$ cat config.mk
export PLATFORM = sky130hd
export DESIGN_NAME = l1_request_arbiter
export DESIGN_NICKNAME = d
export VERILOG_FILES = /design/src/rtl/l1_request_arbiter.sv
export SDC_FILE = /design/constraint.sdc
export NUM_CORES = 1
export LEC_CHECK = 0
export BUFFER_PORTS_ARGS = -buffer_cell sky130_fd_sc_hd__buf_2
export CORE_AREA = 8 8 165 167
export DETAILED_ROUTE_END_ITERATION = 10
export DIE_AREA = 0 0 173 175
export GPL_ROUTABILITY_DRIVEN = 0
export HOLD_SLACK_MARGIN = 0.06
export PLACE_DENSITY = 0.56
export SYNTH_ARGS = -nofsm -noshare
export SYNTH_HDL_FRONTEND = slang
export SYNTH_SLANG_ARGS = --single-unit
export TNS_END_PERCENT = 5
$ cat constraint.sdc
create_clock -name clk -period 2.1 [get_ports clk]
set_clock_uncertainty 0.15 [all_clocks]
set_input_delay 0.42 -clock clk [delete_from_list [all_inputs] [get_ports clk]]
set_output_delay 0.42 -clock clk [all_outputs]
set_load 0.01 [all_outputs]
$ cat src/rtl/l1_request_arbiter.sv
// l1_request_arbiter: round-robin arbiter sharing one L1 memory port, with in-order read response routing
module l1_request_arbiter #(
    parameter int NUM_REQUESTERS = 4,
    parameter int MAX_BURST      = 4,
    parameter int BURST_W        = $clog2(MAX_BURST),
    parameter int RD_FIFO_DEPTH  = 4
) (
    input  logic                                clk,
    input  logic                                rst_n,
    input  logic [NUM_REQUESTERS-1:0]           req_valid,
    output logic [NUM_REQUESTERS-1:0]           req_ready,
    input  logic [NUM_REQUESTERS*32-1:0]        req_addr,
    input  logic [NUM_REQUESTERS-1:0]           req_rnw,
    input  logic [NUM_REQUESTERS*BURST_W-1:0]   req_size,
    input  logic [NUM_REQUESTERS*32-1:0]        req_wdata,
    input  logic [NUM_REQUESTERS*4-1:0]         req_be,
    output logic                                mem_request,
    input  logic                                mem_ack,
    output logic [31:0]                         mem_addr,
    output logic                                mem_rnw,
    output logic [BURST_W-1:0]                  mem_size,
    output logic [31:0]                         mem_wdata,
    output logic [3:0]                          mem_be,
    input  logic                                mem_rd_valid,
    input  logic [31:0]                         mem_rd_data,
    output logic [NUM_REQUESTERS-1:0]           rsp_valid,
    output logic [31:0]                         rsp_data,
    output logic                                rsp_last,
    output logic                                busy
);
    localparam int ID_W  = $clog2(NUM_REQUESTERS);
    localparam int PTR_W = $clog2(RD_FIFO_DEPTH);

    typedef enum logic {IDLE, REQ} state_t;

    state_t                    state_q, state_d;
    logic [NUM_REQUESTERS-1:0] gnt_q, gnt_d;
    logic [ID_W-1:0]           gnt_id_q, gnt_id_d, rr_q, rr_d, win_id, head_id;
    logic                      win_valid;
    logic [NUM_REQUESTERS-1:0] elig;
    logic [ID_W-1:0]           fifo_id_q [RD_FIFO_DEPTH];
    logic [BURST_W-1:0]        fifo_sz_q [RD_FIFO_DEPTH];
    logic [PTR_W:0]            wr_ptr_q, rd_ptr_q;
    logic [BURST_W-1:0]        cnt_q, cnt_d, head_sz;
    logic                      fifo_empty, fifo_full, acc, push, pop, rd_word;

    assign fifo_empty = wr_ptr_q == rd_ptr_q;
    assign fifo_full  = (wr_ptr_q[PTR_W] != rd_ptr_q[PTR_W]) && (wr_ptr_q[PTR_W-1:0] == rd_ptr_q[PTR_W-1:0]);
    // A full read FIFO only holds back reads; writes need no return slot
    assign elig       = req_valid & (~req_rnw | {NUM_REQUESTERS{~fifo_full}});

    // First eligible client at or after the round-robin pointer
    always_comb begin
        win_valid = 1'b0;
        win_id    = '0;
        for (int k = 0; k < NUM_REQUESTERS; k++) begin
            if (!win_valid && elig[(int'(rr_q) + k) % NUM_REQUESTERS]) begin
                win_valid = 1'b1;
                win_id    = ID_W'((int'(rr_q) + k) % NUM_REQUESTERS);
            end
        end
    end

    assign mem_request = state_q == REQ;
    assign acc         = mem_request && mem_ack;
    assign req_ready   = acc ? gnt_q : '0;
    assign mem_addr    = req_addr[32*int'(gnt_id_q) +: 32];
    assign mem_rnw     = req_rnw[gnt_id_q];
    assign mem_size    = mem_rnw ? req_size[BURST_W*int'(gnt_id_q) +: BURST_W] : '0;
    assign mem_wdata   = req_wdata[32*int'(gnt_id_q) +: 32];
    assign mem_be      = req_be[4*int'(gnt_id_q) +: 4];
    assign push        = acc && mem_rnw;

    // Grant is latched in IDLE and held until memory accepts it
    always_comb begin
        state_d  = state_q;
        gnt_d    = gnt_q;
        gnt_id_d = gnt_id_q;
        rr_d     = rr_q;
        if (state_q == IDLE && win_valid) begin
            state_d  = REQ;
            gnt_d    = NUM_REQUESTERS'(1) << win_id;
            gnt_id_d = win_id;
        end else if (acc) begin
            state_d = IDLE;
            gnt_d   = '0;
            rr_d    = ID_W'((int'(gnt_id_q) + 1) % NUM_REQUESTERS);
        end
    end

    assign head_id   = fifo_id_q[rd_ptr_q[PTR_W-1:0]];
    assign head_sz   = fifo_sz_q[rd_ptr_q[PTR_W-1:0]];
    assign rd_word   = mem_rd_valid && !fifo_empty;
    assign rsp_valid = rd_word ? NUM_REQUESTERS'(1) << head_id : '0;
    assign rsp_data  = mem_rd_data;
    assign rsp_last  = rd_word && (cnt_q == head_sz);
    assign pop       = rsp_last;
    assign cnt_d     = pop ? '0 : rd_word ? cnt_q + 1'b1 : cnt_q;
    assign busy      = mem_request || !fifo_empty;

    // Control state, pointers and word counter
    always_ff @(posedge clk or negedge rst_n) begin
        if (!rst_n) begin
            state_q  <= IDLE;
            gnt_q    <= '0;
            gnt_id_q <= '0;
            rr_q     <= '0;
            cnt_q    <= '0;
            wr_ptr_q <= '0;
            rd_ptr_q <= '0;
        end else begin
            state_q  <= state_d;
            gnt_q    <= gnt_d;
            gnt_id_q <= gnt_id_d;
            rr_q     <= rr_d;
            cnt_q    <= cnt_d;
            wr_ptr_q <= wr_ptr_q + (PTR_W+1)'(push);
            rd_ptr_q <= rd_ptr_q + (PTR_W+1)'(pop);
        end
    end

    // FIFO payload; entry validity lives in the pointers, so no reset needed
    always_ff @(posedge clk) begin
        if (push) begin
            fifo_id_q[wr_ptr_q[PTR_W-1:0]] <= gnt_id_q;
            fifo_sz_q[wr_ptr_q[PTR_W-1:0]] <= mem_size;
        end
    end

    a_no_stray_rd: assert property (@(posedge clk) disable iff (!rst_n) mem_rd_valid |-> !fifo_empty);
    a_hold_valid:  assert property (@(posedge clk) disable iff (!rst_n) state_q == REQ |-> req_valid[gnt_id_q]);
endmodule
==> flow_summary.json, run 1 <==
{
  "status": "complete, but fails checks",
  "violations": "negative setup slack",
  "ys_types": 41,
  "cts_root_buffer": "clkbuf_16",
  "power.density_nw_per_um2": 1310,
  "clk_latency_ns": 0.28,
  "yosys_register_bits": 33,
  "routed_wl_um": 21100,
  "power_frac_clock": 0.095,
  "syn-instance-count": 245,
  "p_sw_frac": 0.392,
  "rows": 58,
  "cts_sinks": 33,
  "timing.final.crit_period_ns": 2.39,
  "fin_tns_setup_ns": -17.21,
  "port_buffers": 373,
  "p_int_mw": 5.42,
  "slew_viol_final": 0,
  "wl_per_cell_um": 22.0,
  "dieArea_um2": 30300,
  "hold_class": "reg2reg",
  "die_w_um": 173,
  "power_mw": 8.91,
  "p_sw_mw": 3.49,
  "p_seq_frac": 0.133,
  "cts-buffers-inserted": 5,
  "fin_nets": 953,
  "drive_gt1_frac": 0.864,
  "cp.required_ns": 1.53,
  "crit_type": "reg2out",
  "final_hold_viol_count": 0,
  "num_vias": 4031,
  "syn_nets": 573,
  "synth_seq_area_share": 0.253,
  "dpl.hpwl_um": 17500,
  "vdd_ir_drop_max_v": 0.000771,
  "grt_pass1_wl_um": 30200,
  "antenna_found_initial": 7,
  "period_share": 1.14,
  "path_clk_slew_ns": 0.06,
  "grt_pass1_vias": 4580,
  "multiInputGateArea_um2": 2450,
  "synth.area.top_cells": "mux4_2, edfxtp_1, dfrtp_1, buf_4, ha_1",
  "synth_top_area_share": 0.471,
  "slew_headroom": 0.732,
  "register_area_um2": 917,
  "preCtsSetupSlack_ns": -0.163,
  "grt_max_degree": 35,
  "nFillCells": 2622,
  "syn-cell-area_um2": 3590,
  "p_comb_frac": 0.772,
  "antenna_left": 0,
  "arrival_ns": 1.82,
  "area_delta_synth_final_pct": 90.2,
  "cts_tree": "built",
  "rsz0062_at_grt": "true",
  "cap_violations": 0,
  "worstPathMaxFanout": 4,
  "ys_warn_count": 0,
  "drc": 0,
  "avgSynthCellArea_um2": 14.6,
  "fp.coreArea_um2": 24700,
  "fin_ws_ns": -0.291,
  "ioPinCount": 438,
  "final_util": 0.276,
  "grt_usage": 0.129,
  "initial_core_util": 0.145,
  "ctsLongestPathBuffers": 2,
  "grt.overflow.total": 0,
  "max_freq_ghz": 0.418,
  "die_h_um": 175,
  "start_kind": "flip-flop",
  "setup_viol": 83,
  "synth_top_cell_by_area": "mux4_2",
  "htree_levels": 2,
  "crit_path_end_kind": "primary output",
  "drtIter0Drc": 213,
  "tightest_slew_ns": 0.402,
  "vias_per_cell": 4.21,
  "drt_first_pass_iters": 4,
  "holdWs_ns": 0.358,
  "p_leak_nw": 3.11
}
==> kinds of logic (layout without fill, tap and decap cells) <==
kind of cell,Yosys count,count (layout),synth area share
AOI/OAI and AO/OA,26,26,0.0663
xor gates and xnor gates,12,12,0.0356
adders and majority gates,4,4,0.0140
buffers and inverters,60,441,0.107
DFF,33,33,0.253
muxes,76,76,0.474
other,0,2,0
and+or+nand+nor,34,34,0.0509
==> flip-flops by register name, summed over array words and instances, names as in the netlist <==
signal / flops
fifo_id_q: 8
fifo_sz_q: 8
gnt_q: 4
rd_ptr_q: 3
wr_ptr_q: 3
cnt_q: 2
gnt_id_q: 2
rr_q: 2
mem_request: 1
==> timing repair <==
item,in CTS,in global routing
gates resized for setup,59,48
endpoints found under the setup margin,86,108
pin swaps,3,9
hold endpoints to repair,17,0
hold buffers,1,0
gates cloned,4,1
buffers inserted,7,2
==> cell type report <==
cell class | instances | share of cell area
multi-input combinational | 152 | 0.359
tap | 330 | 0.0605
sequential | 33 | 0.134
clock buffer | 5 | 0.0183
antenna | 2 | 0.000734
inverter | 8 | 0.00440
clock inverter | 3 | 0.00679
timing repair buffer | 425 | 0.416
==> through the flow <==
step	instance area, µm²	cells
detailed placement	5890	933
floorplan	3630	245
finish	6820	958
global route	6820	958
global placement	5890	933
CTS	6540	953
==> final timing paths <==
check                           slack, ns   startpoint  depth (start not counted)          end
worst max-delay path                -0.29  gnt_id_q[0]                          5  mem_size[1]
worst min-delay path                 0.36     cnt_q[0]                          1     cnt_q[0]
worst max register to register      -0.11  wr_ptr_q[2]                         10  rd_ptr_q[2]
worst min register to register       0.36     cnt_q[0]                          1     cnt_q[0]
max in group asynchronous            1.02        rst_n                          2  gnt_id_q[1]
min in group asynchronous            0.46        rst_n                          2     cnt_q[1]
==> power by group through the flow <==
stage	registers (mW)	logic [mW]	clock network (mW)
after global routing	1.21	7.35	0.889
after floorplan	1.07	3.32	0
final	1.18	6.88	0.846
after global placement	1.18	5.27	0
after detailed placement	1.18	5.32	0
after CTS	1.17	6.50	0.863
==> synth_stat cells <==
master    instances
xor2_2            1
a21o_1            1
and2_1            2
and3_1            5
o41ai_1           1
edfxtp_1         16
or2_1             1
o41ai_4           1
ha_1              4
inv_1             8
buf_4            32
o211ai_1          3
nor3b_1           3
a41oi_1           3
o41a_1            2
clkbuf_1          6
nand2_1           7
and3b_1           1
clkbuf_8          1
mux4_2           75
o21ai_0           4
clkbuf_4          1
xor2_1            5
dfrtp_1          17
nor3_1            4
nor2_1            3
a21oi_1           1
nand2_2           1
o211a_1           2
o21bai_1          1
nand2b_1          1
nand3_1           5
mux2i_1           1
xnor2_1           4
nand4_1           1
buf_2             8
xnor2_2           2
o31ai_1           5
buf_1             2
buf_6             2
a41oi_2           2
==> metal layers <==
layer	routed length [µm]	GRT usage	up-vias
li1	-	-	1760
met5	65	0	-
met1	8220	0.153	1998
met3	1980	0.0546	25
met2	10600	0.215	238
met4	217	0.0252	10
==> placed cells by master, fill, tap and decap left out, types with 3 or more instances in the layout <==
master     Yosys  final
buf_6          2     61
nand2_1        7      6
and3_1         5      4
o211ai_1       3      3
buf_2          8    322
nand3_1        5      4
clkbuf_16      0      6
mux4_2        75     75
inv_1          8      7
xor2_1         5      3
buf_12         0      6
edfxtp_1      16     16
xor2_2         1      3
xnor2_1        4      3
dfrtp_1       17     12
o31ai_2        0      3
buf_16         0      6
buf_4         32     27
nor2_1         3      3
o21ai_0        4      3
dfrtp_2        0      3
==> critical path, stage by stage, from the launching register on <==
cell and delay (ns):
dfrtp_4 0.48, buf_6 0.13, mux4_2 0.54, buf_6 0.15, and2_4 0.14, buf_6 0.11
No activity file was read; power rests on OpenSTA's default activity.
==> run 2: changes to the inputs <==
TNS_END_PERCENT = default   (was 5)
==> run 2 against run 1 <==
  * The run still ends with negative setup slack left
  * Core utilization grew 1.5 points
  * Clock-buffer cell count is the same
  * Design area grew 5.4%
  * Sequential share of layout area shrank 0.68 points
  * Maximum frequency is essentially flat
  * Setup slack is essentially flat
  * Register-to-register slack lost 0.07 ns
  * First-iteration DRC count shrank 13%
  * Clock power grew 0.8%
  * Non-clock buffer count grew 15
  * Critical path depth is the same
  * Sequential power is essentially flat
  * Critical endpoint unchanged
==> flow_summary.json, run 2 (synthesis gave the netlist of run 1 again) <==
{
  "port_buffers": 373,
  "p_leak_nw": 3.26,
  "tightest_slew_ns": 0.419,
  "drt_first_pass_iters": 6,
  "drc": 0,
  "grt.overflow.total": 0,
  "r2r_start": "rd_ptr_q[0]",
  "cts_tree": "built",
  "crit_path_end_kind": "primary output",
  "layout_common_cells": "buf_2, buf_6, mux4_2, buf_4, edfxtp_1",
  "die_w_um": 173,
  "fin_area_um2": 7190,
  "fin_nets": 968,
  "grt_usage": 0.131,
  "area_delta_synth_final_pct": 100,
  "rsz0062_at_grt": "true",
  "hold_class": "reg2reg",
  "slew_headroom": 0.719,
  "path_clk_slew_ns": 0.05,
  "dieArea_um2": 30300,
  "grt_pass1_vias": 4699,
  "timing.final.crit_period_ns": 2.39,
  "fp.coreArea_um2": 24700,
  "fin_ws_ns": -0.291,
  "drtIter0Drc": 186,
  "initial_core_util": 0.145,
  "cts_root_buffer": "clkbuf_16",
  "worstHoldPathCells": 2,
  "htree_levels": 2,
  "rows": 58,
  "hp-start": "gnt_q[3]",
  "die_h_um": 175,
  "grt_max_degree": 35,
  "period_share": 1.14,
  "layout_commonest_cell": "buf_2",
  "drive_gt1_frac": 0.886,
  "r2r_cells": 9,
  "final_util": 0.291,
  "num_vias": 4120,
  "vdd_ir_drop_max_v": 0.000816,
  "vias_per_cell": 4.24,
  "routed_wl_um": 21700,
  "ioPinCount": 438,
  "violations": "negative setup slack",
  "crit_type": "reg2out",
  "slew_viol_final": 0,
  "ff2ff_setup_slack_ns": -0.18,
  "ctsLongestPathBuffers": 2,
  "status": "complete, but fails checks",
  "cap_violations": 0,
  "max_freq_ghz": 0.418,
  "arrival_ns": 1.82,
  "rr_endpoint": "gnt_q[1]",
  "cts-buffers-inserted": 5,
  "min_to": "gnt_q[3]",
  "power.density_nw_per_um2": 1350,
  "cts_sinks": 33,
  "clk_latency_ns": 0.29,
  "place_area_um2": 5890,
  "wl_per_cell_um": 22.3,
  "antenna_found_initial": 4,
  "cp.required_ns": 1.53,
  "start_kind": "flip-flop",
  "antenna_left": 0,
  "worstPathMaxFanout": 4,
  "setup_viol": 103,
  "dpl.hpwl_um": 17500,
  "final_hold_viol_count": 0,
  "grt_pass1_wl_um": 30700
}
==> run 2: repair_timing <==
item                       in CTS  in global routing
pin swaps                       8                 19
hold endpoints to repair       17                  0
gates cloned                    7                  1
buffers inserted               14                 11
gates resized for setup        90                 68
setup endpoints to repair      86                110
hold buffers                    1                  0
==> run 2: how the worst max path moves through the flow <==
stage / from / endpoint / slack (ns) / depth (start not counted)
4_1_cts: gnt_id_q[0] / mem_size[0] / -0.29 / 5
2_1_floorplan: rd_ptr_q[0] / rd_ptr_q[2] / -0.05 / 7
6_report: gnt_id_q[0] / mem_size[1] / -0.29 / 5
3_5_place_dp: rd_ptr_q[0] / gnt_q[2] / -0.16 / 7
3_3_place_gp: rd_ptr_q[0] / gnt_q[3] / -0.12 / 7
5_1_grt: rd_ptr_q[0] / rsp_valid[3] / -0.35 / 6
==> run 2: final cells by class <==
| type | instances | area (µm²) |
|---|---|---|
| Antenna cell | 1 | 2.50 |
| Clock inverter | 3 | 46.3 |
| Timing Repair Buffer | 440 | 3090 |
| Multi-Input combinational cell | 152 | 2560 |
| Tap cell | 330 | 413 |
| Inverter | 8 | 32.5 |
| Fill cell | 2573 | 17500 |
| Clock buffer | 5 | 125 |
| Sequential cell | 33 | 917 |
==> run 2: layer usage <==
metal / GRT usage / vias up / wire [µm]
li1: - / 1789 / -
met1: 0.157 / 2062 / 8530
met2: 0.224 / 237 / 11000
met3: 0.0520 / 24 / 1930
met4: 0.0169 / 8 / 165
met5: 0 / - / 51
==> run 2: metrics by stage <==
stage,worst slack [ns],power (mW),hold slack (ns),setup TNS [ns],std cells
4_1_cts,-0.290,8.99,0.364,-17.97,963
2_1_floorplan,-0.0547,4.39,-0.0256,-0.0942,245
5_1_grt,-0.349,10.3,0.389,-24.31,971
3_3_place_gp,-0.122,6.45,0.220,-0.640,933
3_5_place_dp,-0.163,6.50,0.220,-1.24,933
6_report,-0.291,9.70,0.371,-19.38,972
==> run 2: where the power goes <==
| part | internal [mW] | total (mW) | switching, mW | leakage (nW) |
|---|---|---|---|---|
| Clock | 0.561 | 0.853 | 0.292 | 0.0800 |
| Sequential | 0.933 | 1.19 | 0.262 | 0.351 |
| Combinational | 4.44 | 7.65 | 3.22 | 2.83 |
==> run 2: worst max-delay path: stages, from the launching register on <==
cell	delay, ns
dfrtp_4	0.48
buf_6	0.13
mux4_2	0.54
buf_6	0.15
and2_4	0.13
buf_6	0.11
